### config.mk
export PLATFORM = sky130hd
export DESIGN_NAME = prga_check
export DESIGN_NICKNAME = d
export VERILOG_FILES = /design/src/rtl/arc4_pkg.sv /design/src/rtl/printable_chk.sv /design/src/rtl/prga_check.sv
export SDC_FILE = /design/constraint.sdc
export NUM_CORES = 1
export LEC_CHECK = 0
export ABC_AREA = 1
export CAP_MARGIN = 30
export CELL_PAD_IN_SITES_DETAIL_PLACEMENT = 1
export CELL_PAD_IN_SITES_GLOBAL_PLACEMENT = 1
export CORE_MARGIN = 2
export CORE_UTILIZATION = 29
export DETAILED_ROUTE_END_ITERATION = 7
export DONT_BUFFER_PORTS = 1
export GPL_ROUTABILITY_DRIVEN = 1
export PLACE_DENSITY = 0.64
export SLEW_MARGIN = 20
export SYNTH_ARGS = -nofsm -noshare
export SYNTH_HDL_FRONTEND = slang
export SYNTH_SLANG_ARGS = --single-unit
### constraint.sdc
create_clock -name clk -period 2.2 [get_ports clk]
set_input_delay 0 -clock clk [delete_from_list [all_inputs] [get_ports clk]]
set_output_delay 0 -clock clk [all_outputs]
set_load 0.05 [all_outputs]
### src/rtl/arc4_pkg.sv
// Shared types and constants for the ARC4 key-cracking datapath.
package arc4_pkg;

  typedef logic [7:0] byte_t;

  localparam byte_t PRINT_LO        = 8'h20;
  localparam byte_t PRINT_HI        = 8'h7E;
  localparam int    MSG_MAX_DEFAULT = 255;

  typedef enum logic [3:0] {
    IDLE,
    RD_LEN,
    WR_LEN,
    ADV_I,
    RD_SI,
    RD_SJ,
    WR_SI,
    WR_SJ,
    RD_PAD,
    WR_PT,
    DONE
  } prga_state_t;

endpackage

### src/rtl/printable_chk.sv
// Combinational check that a byte lies in the printable ASCII range.
module printable_chk
  import arc4_pkg::*;
(
  input  logic [7:0] byte_i,
  output logic       ok_o
);

  assign ok_o = (byte_i >= PRINT_LO) && (byte_i <= PRINT_HI);

endmodule

### src/rtl/prga_check.sv
// ARC4 keystream/decrypt stage: decrypts length-prefixed CT into PT using S,
// aborting on the first non-printable plaintext byte.
module prga_check
  import arc4_pkg::*;
#(
  parameter int MSG_MAX = MSG_MAX_DEFAULT
) (
  input  logic       clk,
  input  logic       rst_n,
  input  logic       en,
  output logic       rdy,
  output logic       pt_ok,
  output logic [7:0] s_addr,
  input  logic [7:0] s_rddata,
  output logic [7:0] s_wrdata,
  output logic       s_wren,
  output logic [7:0] ct_addr,
  input  logic [7:0] ct_rddata,
  output logic [7:0] pt_addr,
  output logic [7:0] pt_wrdata,
  output logic       pt_wren
);

  // state  | meaning
  // IDLE   | ready, waiting for en
  // RD_LEN | read ct[0]
  // WR_LEN | clamp length, write pt[0], reset i/j/k
  // ADV_I  | advance i for the next keystream byte
  // RD_SI  | read s[i]
  // RD_SJ  | capture si, update j, read s[j]
  // WR_SI  | capture sj, write s[i]=sj
  // WR_SJ  | write s[j]=si
  // RD_PAD | read s[si+sj] and ct[k] together
  // WR_PT  | write pt[k], check printability, loop or finish
  // DONE   | ready, pt_ok valid; en here restarts immediately

  localparam byte_t MSG_MAX_B = byte_t'(MSG_MAX);

  prga_state_t state_q, state_d;
  byte_t       i_q, i_d;
  byte_t       j_q, j_d;
  byte_t       k_q, k_d;
  byte_t       len_q, len_d;
  byte_t       si_q, si_d;
  byte_t       sj_q, sj_d;
  logic        pt_ok_q, pt_ok_d;

  byte_t       pt_byte;
  byte_t       len_clamped;
  byte_t       j_next;
  logic        pt_printable;

  assign pt_byte     = s_rddata ^ ct_rddata;
  assign len_clamped = (ct_rddata > MSG_MAX_B) ? MSG_MAX_B : ct_rddata;
  assign j_next      = j_q + s_rddata;
  assign pt_ok       = pt_ok_q;

  printable_chk u_printable (
    .byte_i (pt_byte),
    .ok_o   (pt_printable)
  );

  always_ff @(posedge clk or negedge rst_n) begin
    if (!rst_n) begin
      state_q <= IDLE;
      i_q     <= '0;
      j_q     <= '0;
      k_q     <= '0;
      len_q   <= '0;
      si_q    <= '0;
      sj_q    <= '0;
      pt_ok_q <= 1'b0;
    end else begin
      state_q <= state_d;
      i_q     <= i_d;
      j_q     <= j_d;
      k_q     <= k_d;
      len_q   <= len_d;
      si_q    <= si_d;
      sj_q    <= sj_d;
      pt_ok_q <= pt_ok_d;
    end
  end

  always_comb begin
    state_d   = state_q;
    i_d       = i_q;
    j_d       = j_q;
    k_d       = k_q;
    len_d     = len_q;
    si_d      = si_q;
    sj_d      = sj_q;
    pt_ok_d   = pt_ok_q;
    rdy       = 1'b0;
    s_addr    = '0;
    s_wrdata  = '0;
    s_wren    = 1'b0;
    ct_addr   = '0;
    pt_addr   = '0;
    pt_wrdata = '0;
    pt_wren   = 1'b0;

    unique case (state_q)
      IDLE: begin
        rdy = 1'b1;
        if (en) begin
          pt_ok_d = 1'b0;
          state_d = RD_LEN;
        end
      end

      RD_LEN: begin
        ct_addr = '0;
        state_d = WR_LEN;
      end

      WR_LEN: begin
        len_d     = len_clamped;
        pt_addr   = '0;
        pt_wrdata = len_clamped;
        pt_wren   = 1'b1;
        i_d       = '0;
        j_d       = '0;
        k_d       = 8'd1;
        if (len_clamped == '0) begin
          pt_ok_d = 1'b1;
          state_d = DONE;
        end else begin
          state_d = ADV_I;
        end
      end

      ADV_I: begin
        i_d     = i_q + 8'd1;
        state_d = RD_SI;
      end

      RD_SI: begin
        s_addr  = i_q;
        state_d = RD_SJ;
      end

      RD_SJ: begin
        si_d    = s_rddata;
        j_d     = j_next;
        s_addr  = j_next;
        state_d = WR_SI;
      end

      WR_SI: begin
        sj_d     = s_rddata;
        s_addr   = i_q;
        s_wrdata = s_rddata;
        s_wren   = 1'b1;
        state_d  = WR_SJ;
      end

      // When i==j this rewrites the same cell with its original value.
      WR_SJ: begin
        s_addr   = j_q;
        s_wrdata = si_q;
        s_wren   = 1'b1;
        state_d  = RD_PAD;
      end

      RD_PAD: begin
        s_addr  = si_q + sj_q;
        ct_addr = k_q;
        state_d = WR_PT;
      end

      // k is compared before incrementing so len=255 never needs a ninth bit.
      WR_PT: begin
        pt_addr   = k_q;
        pt_wrdata = pt_byte;
        pt_wren   = 1'b1;
        if (!pt_printable) begin
          pt_ok_d = 1'b0;
          state_d = DONE;
        end else if (k_q == len_q) begin
          pt_ok_d = 1'b1;
          state_d = DONE;
        end else begin
          k_d     = k_q + 8'd1;
          state_d = ADV_I;
        end
      end

      DONE: begin
        rdy = 1'b1;
        if (en) begin
          pt_ok_d = 1'b0;
          state_d = RD_LEN;
        end else begin
          state_d = IDLE;
        end
      end

      default: state_d = IDLE;
    endcase
  end

endmodule
==> run metrics, run 1 <==
outcome=finished clean; Cells after Synth=~550; Num CTS Buffers=5; PortBufs=0; relative slew slack=around 68%; Yosys cell types=34; antenna violations before repair=0; Peak VDD IR=~0.46 mV; DR DRC count=0; Area Growth Syn to Fin=27.4%; max cap viols=0; Ports=63; cell taking the most area after synthesis=dfrtp_1; Rows=between 40 and 50; Post-synth EDFFs=0; Leak Pwr=0.00240 uW; vias in the first global route=around 4200; drt pass-1 iters=4; largest cells by area after synthesis=dfrtp_1 (36%), nand2_1 (19%), inv_1 (7.0%); synth warn=0; GP Congestion=about 0.86; Worst-Margin Slew=~490 ps; cell area after synthesis=3730 um^2; CP Capture Type=primary output; reg2reg start=state_q[0]; via count=slightly below 4000; die area=around 14000 um^2; FF+latch area=between 1000 and 1500 um^2; maximum clock frequency=roughly 0.46 GHz; sequential area share after synthesis=between 30% and 40%; GR Layer Usage met1=between 20% and 30%; setup_tns=0 ps; antenna-violating nets left=0; Inserted Diodes=0; Worst setup SP type=register; CP Data Required Time=around 2200 ps; final core utilization=between 30% and 40%; Final nets=around 650; Skew-Pair Late Insertion Delay=300 ps; Hold Vio Cnt, Final=0; Avg Vias per Cell=between 4 and 5; crit-path max FO=4; GR Util All Layers=19.8%; share of synthesized registers carrying an async set or reset=100%; area of the multi-input gates=between 2000 and 2500 um^2; flops & latches, synth=between 50 and 60; Clock Tree Root=clkbuf_16; global routing met2 resource utilization=about 33%; die height=between 100 and 150 um; endpoints failing setup=0; Slew Viols, Final=0; GR Util met3=under 10%; Starting Density=just under 30%; ys flop type=dfrtp_1; drt wl/cell=around 17 um; layout cells sized above 1=approximately an eighth; Filler cells=~1600; hpwl dp=roughly 10000 um; largest net degree at the start of global routing=between 50 and 60; Setup Skew=between 7 and 8 ps; busiest grt layer=met2; DRT iter0 DRCs=about 180; min-delay src=s_rddata[7]; clock tree sinks=53; Synth top area share=a little over a third; Die X=approximately 120 um; WP data arrival=~2200 ps; total wire length=around 13000 um; RSZ-0062 raised after global routing=yes; worst hold path class=in -> reg; first-pass GRT wire length=about 22000 um; Mapped Avg Cell Area=6.82 um^2; Pwr Density=~1300 nW/um^2; total number of H-tree levels=2; clk slew on worst S/H paths=80 ps; WHS=~35 ps; Crit Path Category=reg -> out; grt ovf=0; syn_nets=between 500 and 600; CTS tree=built; core box area=between 10000 and 15000 um^2; period utilisation layout=99.2%; Final min period=between 2000 and 2500 ps; clk buf depth=2; Worst Setup SP=j_q[0]
==> report_power, final <==
part / total [uW] / leakage, uW / switching, uW / internal, uW
clock network: 825 / 0.0000706 / 403 / 421
registers: 1700 / 0.000680 / 364 / 1330
logic: 3810 / 0.00165 / 2550 / 1260
total: 6330 / 0.00240 / 3320 / 3020
==> critical path, cell delays in order (launching register included) <==
cell	delay, ps
dfrtp_1	390
ha_1	240
fa_2	380
nand4_1	110
nand3_1	100
a21oi_1	160
o21ai_0	140
nand3b_1	170
buf_6	180
==> worst paths after layout <==
check	endpoint	slack (ps)	cells past startpoint
min	j_q[7]	40	4
max reg2reg	k_q[3]	370	9
min in group asynchronous	i_q[4]	220	2
max	s_addr[6]	20	8
min reg2reg	sj_q[6]	480	2
max in group asynchronous	k_q[1]	1730	2
==> through the flow <==
step                area (um^2)  cells  setup slack, ps  total power (uW)
CTS                        4670    781             7.16              6220
floorplan                  3730    547             94.7              4180
finish                     4750    782             17.5              6330
global placement           4320    754              314              5180
global route               4750    782            -38.7              6840
detailed placement         4320    754              244              5310
==> cell usage in the layout, fill, tap and decap left out, types with 3 or more instances in the layout <==
master	n
clkbuf_16	5
nand3_1	32
xnor2_1	5
inv_1	69
xor2_1	8
dfrtp_1	53
nand2_1	185
nor2_1	42
buf_6	3
ha_1	12
o21ai_0	33
nand3b_1	7
buf_12	7
a21oi_1	23
nor3_1	7
dlygate4sd3_1	18
ha_4	4
o21ai_1	6
o21bai_1	3
nand2_2	3
nand4_1	9
nand2_4	3
o22ai_1	8
inv_2	4
buf_4	36
nor2_2	3
nor2_4	3
==> routing by layer <==
layer | wire [um] | vias up
li1 | - | 1869
met1 | 6280 | 1880
met2 | 6330 | 78
met3 | 516 | 18
met4 | 289 | 0
met5 | 0 | -
==> synth_stat cells, types with 4 or more instances <==
cell type	count
a21oi_1	25
buf_2	5
dfrtp_1	53
ha_1	16
inv_1	70
inv_2	4
nand2_1	186
nand3_1	32
nand3b_1	7
nand4_1	9
nor2_1	42
nor3_1	7
o21ai_0	39
o22ai_1	8
xnor2_1	5
xor2_1	8
==> cell families (layout without fill, tap and decap cells) <==
family / count (synthesis) / count (layout) / synth area share, %
buffers and inverters: 85 / 148 / 9.02
DFF: 53 / 53 / 35.5
adders and majority gates: 18 / 18 / 6.44
and+or+nand+nor: 297 / 297 / 34.2
AOI/OAI and AO/OA: 81 / 81 / 11.8
xor gates and xnor gates: 13 / 13 / 3.05
==> layout make-up <==
cell class / instances / share of cell area (%)
sequential: 53 / 27.9
timing repair buffer: 65 / 13.7
clock buffer: 6 / 2.71
tap: 172 / 4.53
clock inverter: 2 / 0.211
multi-input combinational: 409 / 44.9
inverter: 75 / 6.00
==> registers in the layout (all words and copies together), names as in the netlist <==
| signal | count |
|---|---|
| i_q | 8 |
| state_q | 4 |
| sj_q | 8 |
| si_q | 8 |
| len_q | 8 |
| pt_ok | 1 |
| k_q | 8 |
| j_q | 8 |
==> timing repair <==
action	in CTS	in global routing
gates resized for setup	1	17
hold buffers	19	0
endpoints found under the setup margin	4	14
pin swaps	0	5
setup buffers	0	1
endpoints found under the hold margin	78	0
Power figures use the tool's default switching activity.
==> inputs of run 2 (changes only) <==
--- a/config.mk
+++ b/config.mk
@@ -10,11 +10,11 @@
 export CELL_PAD_IN_SITES_DETAIL_PLACEMENT = 1
 export CELL_PAD_IN_SITES_GLOBAL_PLACEMENT = 1
 export CORE_MARGIN = 2
-export CORE_UTILIZATION = 29
+export CORE_UTILIZATION = 45
 export DETAILED_ROUTE_END_ITERATION = 7
 export DONT_BUFFER_PORTS = 1
 export GPL_ROUTABILITY_DRIVEN = 1
-export PLACE_DENSITY = 0.64
+export PLACE_DENSITY = 0.88
 export SLEW_MARGIN = 20
 export SYNTH_ARGS = -nofsm -noshare
 export SYNTH_HDL_FRONTEND = slang
==> run 2 against run 1 <==
Compared with the run above:
- the flow now finishes with violations (DRC, setup timing)
- register-to-register slack is essentially flat
- combinational power rose by 3%
- global-route usage rose by 11 points
- critical path type unchanged
==> run metrics, run 2 (same netlist as run 1, synthesis figures left out) <==
maximum clock frequency=0.449 GHz (-2.0%); CTS tree=built; GP Congestion=1.02 (+18%); hpwl dp=9720 um (-2.4%); clk slew on worst S/H paths=90 ps (about the same); via count=4160 (+8.2%); RSZ-0062 raised after global routing=yes; Die X=95.1 um (-19%); CP Data Required Time=2200 ps (about the same); vias in the first global route=4216 (+1.3%); placed cell area=4140 um^2 (-4.1%); antenna-violating nets left=0 (unchanged); clock tree sinks=53 (unchanged); final core utilization=56.2% (+18 points); worst hold path class=in -> reg; commonest non-fill, non-tap cells in the layout=nand2_1 (185), inv_1 (67), dfrtp_1 (52); core box area=8130 um^2 (-35%); cells along the critical path=ha_1 -> fa_2 -> nand2_1 -> a21oi_1 -> nor3_1 -> nand3b_1 -> nand4_1 -> buf_6; Slew Viols, Final=0 (unchanged); Buf/Inv on CP=1 (unchanged); WHS=41.8 ps (+6.71 ps); Ports=63 (unchanged); Hold Vio Cnt, Final=0 (unchanged); Num CTS Buffers=5 (unchanged); crit-path max FO=4 (unchanged); clk buf depth=2 (unchanged); Skew-Pair Late Insertion Delay=330 ps (+30 ps); endpoints failing setup=1 (+1); Peak VDD IR=0.856 mV (+85%); Area Growth Syn to Fin=22.5%; die height=95.1 um (-19%); GR Util All Layers=31.1% (+11 points); largest net degree at the start of global routing=54 (unchanged); PortBufs=0 (unchanged); outcome=finished with violations; DR DRC count=2 (+2); relative slew slack=66.1% (-1.4 points); CP peak stage delay=410 ps (+20 ps); final total power=6380 uW (+0.79%); total number of H-tree levels=2 (unchanged); Leak Pwr=0.00236 uW (-1.4%); Worst setup SP type=register; first-pass GRT wire length=21300 um (-2.2%); Final nets=649 (+0.46%); WP data arrival=2230 ps (+50 ps); Clock Tree Root=clkbuf_8; delay-heaviest family, CP=adder cells; Pwr Density=1400 nW/um^2 (+4.8%); drt pass-1 iters=8 (+4); die area=9040 um^2 (-34%); DRT iter0 DRCs=344 (+90%); antenna violations before repair=0 (unchanged); layout cells sized above 1=14.7% (+1.6 points); Avg Vias per Cell=5.79 (+18%); drt wl/cell=20.2 um (+18%); post-route setup slack=-26.8 ps (-44.3 ps); Slowest-stage cell, CP=fa_2; Finished Cell Area=4570 um^2 (-3.9%); period utilisation layout=101% (+2.0 points); grt ovf=0 (unchanged); max cap viols=0 (unchanged); Starting Density=45.9% (+16 points); failing checks=DRC, setup timing; Worst-Margin Slew=507 ps (+19.9 ps); Crit Path Category=reg -> out; Inserted Diodes=0 (unchanged); Setup Skew=22.3 ps (+14.7 ps); CP Capture Type=primary output; Rows=33 (-20%); Final min period=2230 ps (+44.3 ps); commonest non-fill, non-tap cell in the layout=nand2_1; total wire length=14500 um (+8.2%)
## run 2: power breakdown
group	internal (uW)	switching, uW	leakage, uW
registers	1330	384	0.000679
logic	1220	2710	0.00163
clock network	373	364	0.0000585
total	2930	3460	0.00236
## run 2: cell type report
| type | instances | area (um^2) |
|---|---|---|
| fill | 1071 | 3560 |
| multi-input combinational | 409 | 2120 |
| sequential | 53 | 1330 |
| timing repair buffer | 68 | 583 |
| inverter | 75 | 289 |
| tap | 105 | 131 |
| clock buffer | 7 | 86.3 |
| clock inverter | 1 | 30.0 |
## run 2: worst reg2reg max path, cell delays in order (launching register included)
cell and delay, ps:
dfrtp_1 480, inv_1 160, nand2_1 70, nand2_1 90, nand2_1 60, nor2_1 130
nand2_1 100, nand2_1 80, nand2_2 150, nand2_2 230, nand2_1 120, nand2_1 90
## run 2: final timing paths
kind,from,endpoint,slack (ps),depth (start not counted)
setup / recovery,j_q[0],s_addr[4],-30,8
hold / removal,s_rddata[7],j_q[7],40,4
setup reg to reg,k_q[1],k_q[4],360,11
hold reg to reg,sj_q[6],sj_q[6],490,2
max in group asynchronous,rst_n,k_q[5],1750,2
min in group asynchronous,rst_n,i_q[1],170,2
## run 2: through the flow
step	worst slack, ps	cells	TNS (ps)
finish	-26.8	718	-26.8
global route	-79.0	718	-183
CTS	1.26	713	0
detailed placement	321	686	0
global placement	414	686	0
floorplan	94.7	547	0
## run 2: layer usage
metal | vias up | track usage [%] | part of all wire (%)
li1 | 1877 | - | -
met1 | 2032 | 39.7 | 41
met2 | 204 | 54.8 | 50
met3 | 47 | 4.43 | 6.0
met4 | 0 | 8.82 | 3.0
met5 | - | 0 | 0
## run 2: repair_timing
item | 4_1_cts | 5_1_grt
endpoints found under the setup margin | 1 | 10
cloned | 0 | 0
pin swaps | 0 | 2
buffers inserted | 0 | 5
hold buffers | 19 | 0
hold endpoints to repair | 78 | 0
resized for setup | 2 | 19
